### config.mk
export PLATFORM = sky130hd
export DESIGN_NAME = cursor_flash
export DESIGN_NICKNAME = d
export VERILOG_FILES = /design/src/rtl/cursor_flash.sv
export SDC_FILE = /design/constraint.sdc
export NUM_CORES = 1
export LEC_CHECK = 0
export CAP_MARGIN = 20
export CORE_ASPECT_RATIO = 1.25
export CORE_MARGIN = 4
export CORE_UTILIZATION = 35
export DETAILED_ROUTE_END_ITERATION = 7
export GPL_ROUTABILITY_DRIVEN = 0
export MAX_ROUTING_LAYER = met4
export SLEW_MARGIN = 20
export SYNTH_ARGS = -nofsm -noshare
export SYNTH_HDL_FRONTEND = slang
export SYNTH_SLANG_ARGS = --single-unit
### constraint.sdc
create_clock -name clk -period 2.78 [get_ports clk]
set_input_delay 0.417 -clock clk [delete_from_list [all_inputs] [get_ports clk]]
set_output_delay 0.417 -clock clk [all_outputs]
set_load 0.01 [all_outputs]
### src/rtl/cursor_flash.sv
// -----------------------------------------------------------------------------
// cursor_flash
// Blink-timing generator for the text-console cursor. Divides clk into
// alternating ON and OFF phases and drives a registered `flash` level that the
// character displayer uses to paint the cursor cell solid (1) or blank (0).
//
// Parameters:
//   ON_CYCLES   length of the ON phase in clk cycles (>= 1)
//   OFF_CYCLES  length of the OFF phase in clk cycles (>= 1)
//
// Ports:
//   clk    in   system clock, rising edge
//   rst_n  in   asynchronous active-low reset
//   en     in   blink enable; 0 forces the cursor off and restarts OFF phase
//   kick   in   activity pulse; restarts a full ON phase when the
//               CURSOR_KICK_EN macro is defined, ignored otherwise
//   flash  out  cursor visible level (registered)
//   tick   out  one-cycle pulse on each phase-expiry transition (registered)
//
// Build option: define CURSOR_KICK_EN to enable the kick restart.
//
// state  | meaning
// PH_OFF | cursor blank, counting OFF_CYCLES
// PH_ON  | cursor solid, counting ON_CYCLES
// -----------------------------------------------------------------------------
module cursor_flash #(
    parameter int ON_CYCLES  = 25_000_000,
    parameter int OFF_CYCLES = 25_000_000
) (
    input  logic clk,
    input  logic rst_n,
    input  logic en,
    input  logic kick,
    output logic flash,
    output logic tick
);

    localparam int MAX_CYC = (ON_CYCLES > OFF_CYCLES) ? ON_CYCLES : OFF_CYCLES;
    localparam int CNT_W   = (MAX_CYC > 1) ? $clog2(MAX_CYC) : 1;

    localparam logic [CNT_W-1:0] ON_LAST  = CNT_W'(ON_CYCLES - 1);
    localparam logic [CNT_W-1:0] OFF_LAST = CNT_W'(OFF_CYCLES - 1);

    typedef enum logic {
        PH_OFF = 1'b0,
        PH_ON  = 1'b1
    } phase_t;

    phase_t            phase, phase_nxt;
    logic [CNT_W-1:0]  cnt, cnt_nxt;
    logic [CNT_W-1:0]  last;
    logic              tick_nxt;

    always_ff @(posedge clk or negedge rst_n) begin
        if (!rst_n) begin
            phase <= PH_OFF;
            cnt   <= '0;
            tick  <= 1'b0;
        end else begin
            phase <= phase_nxt;
            cnt   <= cnt_nxt;
            tick  <= tick_nxt;
        end
    end

    always_comb begin
        phase_nxt = phase;
        cnt_nxt   = cnt;
        tick_nxt  = 1'b0;
        last      = (phase == PH_ON) ? ON_LAST : OFF_LAST;

        if (!en) begin
            phase_nxt = PH_OFF;
            cnt_nxt   = '0;
`ifdef CURSOR_KICK_EN
        end else if (kick) begin
            // Activity restarts a full ON phase; this also wins over expiry.
            phase_nxt = PH_ON;
            cnt_nxt   = '0;
`endif
        end else if (cnt == last) begin
            phase_nxt = (phase == PH_ON) ? PH_OFF : PH_ON;
            cnt_nxt   = '0;
            tick_nxt  = 1'b1;
        end else begin
            cnt_nxt = cnt + 1'b1;
        end
    end

`ifndef CURSOR_KICK_EN
    logic unused_kick;
    assign unused_kick = kick;
`endif

    // The phase register bit is the flash level itself.
    assign flash = (phase == PH_ON);

endmodule

==> results of run 1 <==
state kept, by name (all words and copies together) (netlist names):
name   cells
flash      1
tick       1
cnt       25
final timing paths:
kind	start	end	slack, ns	cells past startpoint
setup reg to reg	cnt[0]$_DFF_PN0_	cnt[20]$_DFF_PN0_	0.58	5
setup / recovery	cnt[0]$_DFF_PN0_	cnt[20]$_DFF_PN0_	0.58	5
hold / removal	rst_n	cnt[21]$_DFF_PN0_	0.51	2
hold reg to reg	cnt[0]$_DFF_PN0_	cnt[0]$_DFF_PN0_	0.52	1
max in group asynchronous	rst_n	cnt[8]$_DFF_PN0_	2.01	2
min in group clk	cnt[0]$_DFF_PN0_	cnt[0]$_DFF_PN0_	0.52	1
metal layers:
layer / vias up / part of all wire, % / track usage, %
met3: 4 / 1.9 / 1.70
met1: 520 / 47 / 15.8
li1: 530 / - / -
met5: - / 0 / -
met4: 0 / 1.2 / 3.81
met2: 10 / 50 / 20.4
final cells by class:
class                           instances  area, um2  share of cell area (%)
Tap cell                               54       67.6                    4.38
Timing Repair Buffer                    6       55.1                    3.57
Clock buffer                            4       45.0                    2.92
Sequential cell                        27        676                    43.8
Multi-Input combinational cell        105        673                    43.6
Inverter                                7       26.3                    1.70
cells by family (layout without fill, tap and decap cells):
| family | Yosys count | in the layout | synth area share [%] |
|---|---|---|---|
| xor gates and xnor gates | 12 | 12 | 7.45 |
| adders and majority gates | 1 | 1 | 0.887 |
| buffers and inverters | 13 | 17 | 4.35 |
| DFF | 27 | 27 | 47.9 |
| and+or+nand+nor | 67 | 67 | 28.7 |
| AOI/OAI and AO/OA | 25 | 25 | 10.6 |
worst register-to-register path, cell delays in order, from the launching register on:
cell and delay, ns:
dfrtp_1 0.42, ha_1 0.30, nand2_1 0.10, or3_1 0.57
or4_1 0.57, a21oi_1 0.17
Yosys cell counts, types with 2 or more instances:
cell type   n
and4_1      3
nand4_1     6
a21oi_1    10
or2_2       2
o31ai_1     7
or4_1       6
buf_2       4
or3_2       2
nor4_1      3
o21ai_0     5
dfrtp_1    27
inv_1       7
nand2_1     8
nand3_1     5
or3_1       5
a21oi_2     2
nor2_1     17
or4_4       3
nor3_1      2
xor2_1      4
xnor2_1     8
power by group through the flow:
stage	Clock [uW]	Combinational (uW)	Sequential, uW
after floorplan	0	14.6	407
after global placement	0	26.8	409
after detailed placement	0	27.9	409
after CTS	230	27.9	401
after global routing	249	31.0	402
final	220	26.6	401
metrics by stage:
| step | total power [uW] | util [%] | area [um2] |
|---|---|---|---|
| global route | 682 | 40.1 | 1540 |
| floorplan | 421 | - | 1410 |
| detailed placement | 437 | 38.9 | 1500 |
| CTS | 659 | 40.1 | 1540 |
| finish | 648 | 40.1 | 1540 |
| global placement | 436 | 38.9 | 1500 |
==> results.md, run 1 <==
- Final Skew: 0.00237 ns
- PnR worst setup slack: 0.580 ns
- Vias in the first global route: 1110
- Synth area leader: dfrtp_1
- Antenna violations before repair: 0
- Clock root buffer: clkbuf_8
- Leak Pwr: 0.000554 uW
- Critical path cell sequence: ha_1 > nand2_1 > or3_1 > or4_1 > a21oi_1
- Post-cts sizing count: 0
- Mapped Nets: 150
- Largest cells by area after synthesis: dfrtp_1, xnor2_1, nor2_1, o31ai_1, a21oi_1
- Status: completed
- Number of DRC markers in iteration 0: 59
- Ys flop type: dfrtp_1
- Startpoint Class: flip-flop
- First-pass GRT wire length: 5000 um
- Critical Path Sink Type: flip-flop
- Vias per cell: 5.24
- Worst-path maximum fanout: 11
- Internal power: 507 uW
- Area Overhead vs Synth: 9.41%
- RSZ-0062 raised after global routing: no
- Routed len/inst: 13.5 um
- Largest net degree at the start of global routing: 28
- Critical Path RT: 2.97 ns
- Slowest-stage cell, CP: or3_1
- Logic pwr share: 4.1%
- Critical path arrival: 2.39 ns
- DRC violations left: 0
- CORE AREA: 3850 um2
- Initial Util: 36.7%
- Max Cap Violations: 0
- HPWL Detailed: 1920 um
- Syn avg cell area: 9.72 um2
- Setup bufs post-CTS: 0
- N_diodes: 0
- Commonest non-fill, non-tap cell in the layout: dfrtp_1
- FF+latch count, synth: 27
- Switching pwr: 141 uW
- CTS H-Tree Depth: 1
- CTS buffer count: 3
- Fin. Hold Viols: 0
- Power Density: 420 nW/um2
- Clock Latency Late Sink: 0.27 ns
- Period minus WS final: 2.20 ns
- Final-layout fill cell count: 396
- Die footprint: 5110 um2
- Max_slew headroom: 74.6%
- Period utilization: 79.1%
- Finished Layout Cells: 203
- Worst hold path class: in -> async
- Sequential share of the synthesized area: 47.9%
- Seq pwr share: 61.9%
- Switch share: 21.8%
- Slew Viols, Final: 0
- Yosys cell types: 30
- Row count: 25
- Layout cells sized above 1: 11.4%
- Routed WL: 2740 um
- Placed insts: 199
- Clock share of power: 34.0%
- Yosys warning count: 0
- F_max: 455 MHz
- Post-Syn Instances: 145
- Final setup violation count: 0
- Clk slew on worst S/H paths: 0.09 ns
- Worst-margin pin slew: 0.381 ns
- Via count: 1064
- Yosys top cell area share: 47.9%
- Post-DRT Antenna Nets: 0
- I/O Buffers: 4
- Total track usage: 12.4%
- Cell area after synthesis: 1410 um2
- CTS tree: built
- Slowest Stage Delay on Critical Path: 0.57 ns
- Pre-CTS setup slack: 0.597 ns
- Clk buf depth: 2
- Nets: 155
- Share of flip-flops with an asynchronous set or reset: 100%
- Kind of critical path: reg -> reg
- VDD IR max: 181 uV
- Hold_buf cts: 0
- First-pass DRT Iterations: 4
- Total Neg Setup Slack: 0 ns
- Die X: 64.8 um
- CP top delay family: simple AND/OR/NAND/NOR gates
- Die height: 79.0 um
- Most frequent cells in the layout: dfrtp_1, nor2_1, a21oi_1
- Clock Sink Count: 27
- Io pins: 6
- Post-synth EDFFs: 0
- Crit path buffers/inverters: 0
- Gr ovfl total: 0
- Hold WS: 0.511 ns
Note: power is estimated with default switching activity, not from simulation.
==> run 2: changes to the inputs <==
- clock period: 2.78 -> 2 ns (I/O delays scaled with it)
==> run 2 against run 1 <==
Utilization increased by 2.5 points. Clock-buffer cell count down 1. Die area is the same. Combinational power grew 82%. Power increased by 43%. Sequential power rose by 39%. Worst hold slack got worse by 0.11 ns. Global-route usage grew 1.1 points. First-iteration DRC count grew 15%. Largest cell class is now multi-input combinational cells. Critical path depth shrank 1. Setup slack worse by 0.52 ns.
==> results.md, run 2 (synthesis gave the netlist of run 1 again) <==
- Most frequent cells in the layout: dfrtp_1, nor2_1, buf_4
- Worst hold path class: in -> async
- Fin. Hold Viols: 0 (unchanged)
- Worst-path maximum fanout: 11 (unchanged)
- Finished Layout Cells: 213 (+4.9%)
- Initial Util: 36.7% (unchanged)
- N_diodes: 0 (unchanged)
- Max_slew headroom: 76.1% (+1.5 points)
- Final setup violation count: 0 (unchanged)
- Slowest Stage Delay on Critical Path: 0.62 ns (+0.05 ns)
- Crit path from: cnt[8]$_DFF_PN0_
- Clock Sink Count: 27 (unchanged)
- First-pass GRT wire length: 5310 um (+6.2%)
- Final-layout fill cell count: 386 (-2.5%)
- Die height: 79.0 um (unchanged)
- Max Cap Violations: 0 (unchanged)
- Via count: 1136 (+6.8%)
- HPWL Detailed: 2160 um (+12%)
- CTS buffer count: 3 (unchanged)
- Worst-margin pin slew: 0.356 ns (-0.0256 ns)
- Slew Viols, Final: 0 (unchanged)
- Die X: 64.8 um (unchanged)
- Largest Register: cnt
- Clock root buffer: clkbuf_8
- Hold_buf cts: 0 (unchanged)
- Vias per cell: 5.33 (+1.8%)
- Layout cells sized above 1: 20.8% (+9.3 points)
- Startpoint Class: flip-flop
- Period utilization: 96.9% (+18 points)
- Hold WS: 0.397 ns (-0.114 ns)
- Die footprint: 5110 um2 (unchanged)
- Leak Pwr: 0.000603 uW (+8.8%)
- Period minus WS final: 1.94 ns (-0.261 ns)
- Vias in the first global route: 1208 (+8.8%)
- Area Overhead vs Synth: 16.1%
- Nets: 165 (+6.5%)
- Number of DRC markers in iteration 0: 68 (+15%)
- CTS tree: built
- Clk slew on worst S/H paths: 0.10 ns (about the same)
- Total track usage: 13.5% (+1.1 points)
- FF-to-FF setup slack: 0.06 ns (-0.52 ns)
- Post-DRT Antenna Nets: 0 (unchanged)
- Max FFs per register: 25 (unchanged)
- Io pins: 6 (unchanged)
- Clk buf depth: 2 (unchanged)
- VDD IR max: 357 uV (+97%)
- CTS H-Tree Depth: 1 (unchanged)
- Power Density: 566 nW/um2 (+35%)
- CP top delay family: simple AND/OR/NAND/NOR gates
- Critical path arrival: 2.14 ns (-0.25 ns)
- First-pass DRT Iterations: 4 (unchanged)
- I/O Buffers: 4 (unchanged)
- Largest net degree at the start of global routing: 28 (unchanged)
- Crit Reg-Reg Endpoint: cnt[19]$_DFF_PN0_
- Antenna violations before repair: 0 (unchanged)
- Routed len/inst: 14.1 um (+4.5%)
- Commonest non-fill, non-tap cell in the layout: dfrtp_1
- Clock Latency Late Sink: 0.27 ns (about the same)
- Row count: 25 (unchanged)
- Placed insts: 208 (+4.5%)
- Kind of critical path: reg -> reg
- Critical path cell sequence: nand3_2 > or4_4 > or4_1 > a21oi_1
- RSZ-0062 raised after global routing: no
- Slowest-stage cell, CP: or4_4
- Critical Path RT: 2.20 ns (-0.77 ns)
- Final Skew: 0.00600 ns (+0.00363 ns)
- R2r startpoint: cnt[8]$_DFF_PN0_
- Path depth of the worst reg2reg path: 4 (-1)
- Routed WL: 3000 um (+9.7%)
- Critical Path Sink Type: flip-flop
- F_max: 516 MHz (+13%)
- DRC violations left: 0 (unchanged)
- Tot Pwr: 927 uW (+43%)
- Status: completed
- Gr ovfl total: 0 (unchanged)
- Worst path depth: 4 (-1)
- Total Neg Setup Slack: 0 ns (unchanged)
- Crit path buffers/inverters: 0 (unchanged)
- CORE AREA: 3850 um2 (unchanged)
## run 2: cell count changes in the layout (fill, tap and decap cells not counted), sizes merged
cell / before / now
clkbuf: 4 / 3
clkinvlp: 0 / 1
buf: 2 / 12
## run 2: worst register-to-register path: cells and delay by family, from the launching register on
family / cells / cell delay [ns]
compound gates: 1 / 0.18
flops: 1 / 0.44
simple gates: 3 / 1.26
## run 2: what timing repair did
action	4_1_cts	5_1_grt
endpoints found under the hold margin	0	0
gates cloned	0	0
setup buffers	0	1
pin swaps	0	0
endpoints found under the setup margin	2	25
gates resized for setup	1	3
## run 2: report_power, final
group | internal [uW] | total (uW) | switching (uW)
Combinational | 19.0 | 48.3 | 29.3
Clock | 141 | 322 | 181
Sequential | 551 | 556 | 5.50
Total | 711 | 927 | 216
## run 2: metal layers
metal  up-vias  GRT usage [%]  routed length, um
li1        555              -                  -
met1       559           14.5               1340
met2        16           24.4               1550
met3         6           1.84                 56
met4         0           6.13                 62
met5         -              -                  0
## run 2: area by class of cell
class / instances / area, um2 / area share, %
Clock buffer: 3 / 41.3 / 2.52
Clock inverter: 1 / 7.51 / 0.458
Inverter: 7 / 26.3 / 1.60
Multi-Input combinational cell: 105 / 688 / 42.0
Sequential cell: 27 / 677 / 41.3
Tap cell: 54 / 67.6 / 4.13
Timing Repair Buffer: 16 / 130 / 7.95
## run 2: worst max path at each step
stage / slack [ns] / to
after global routing: 0.01 / cnt[19]$_DFF_PN0_
after global placement: 0.08 / cnt[22]$_DFF_PN0_
after CTS: 0.05 / cnt[19]$_DFF_PN0_
after detailed placement: 0.02 / cnt[24]$_DFF_PN0_
final: 0.06 / cnt[19]$_DFF_PN0_
after floorplan: 0.04 / cnt[18]$_DFF_PN0_
## run 2: stage by stage
| step | area, um2 | setup slack (ns) | utilization [%] |
|---|---|---|---|
| floorplan | 1410 | 0.0392 | - |
| global placement | 1570 | 0.0789 | 40.8 |
| detailed placement | 1570 | 0.0155 | 40.8 |
| CTS | 1620 | 0.0505 | 42.2 |
| global route | 1640 | 0.0114 | 42.6 |
| finish | 1640 | 0.0617 | 42.6 |
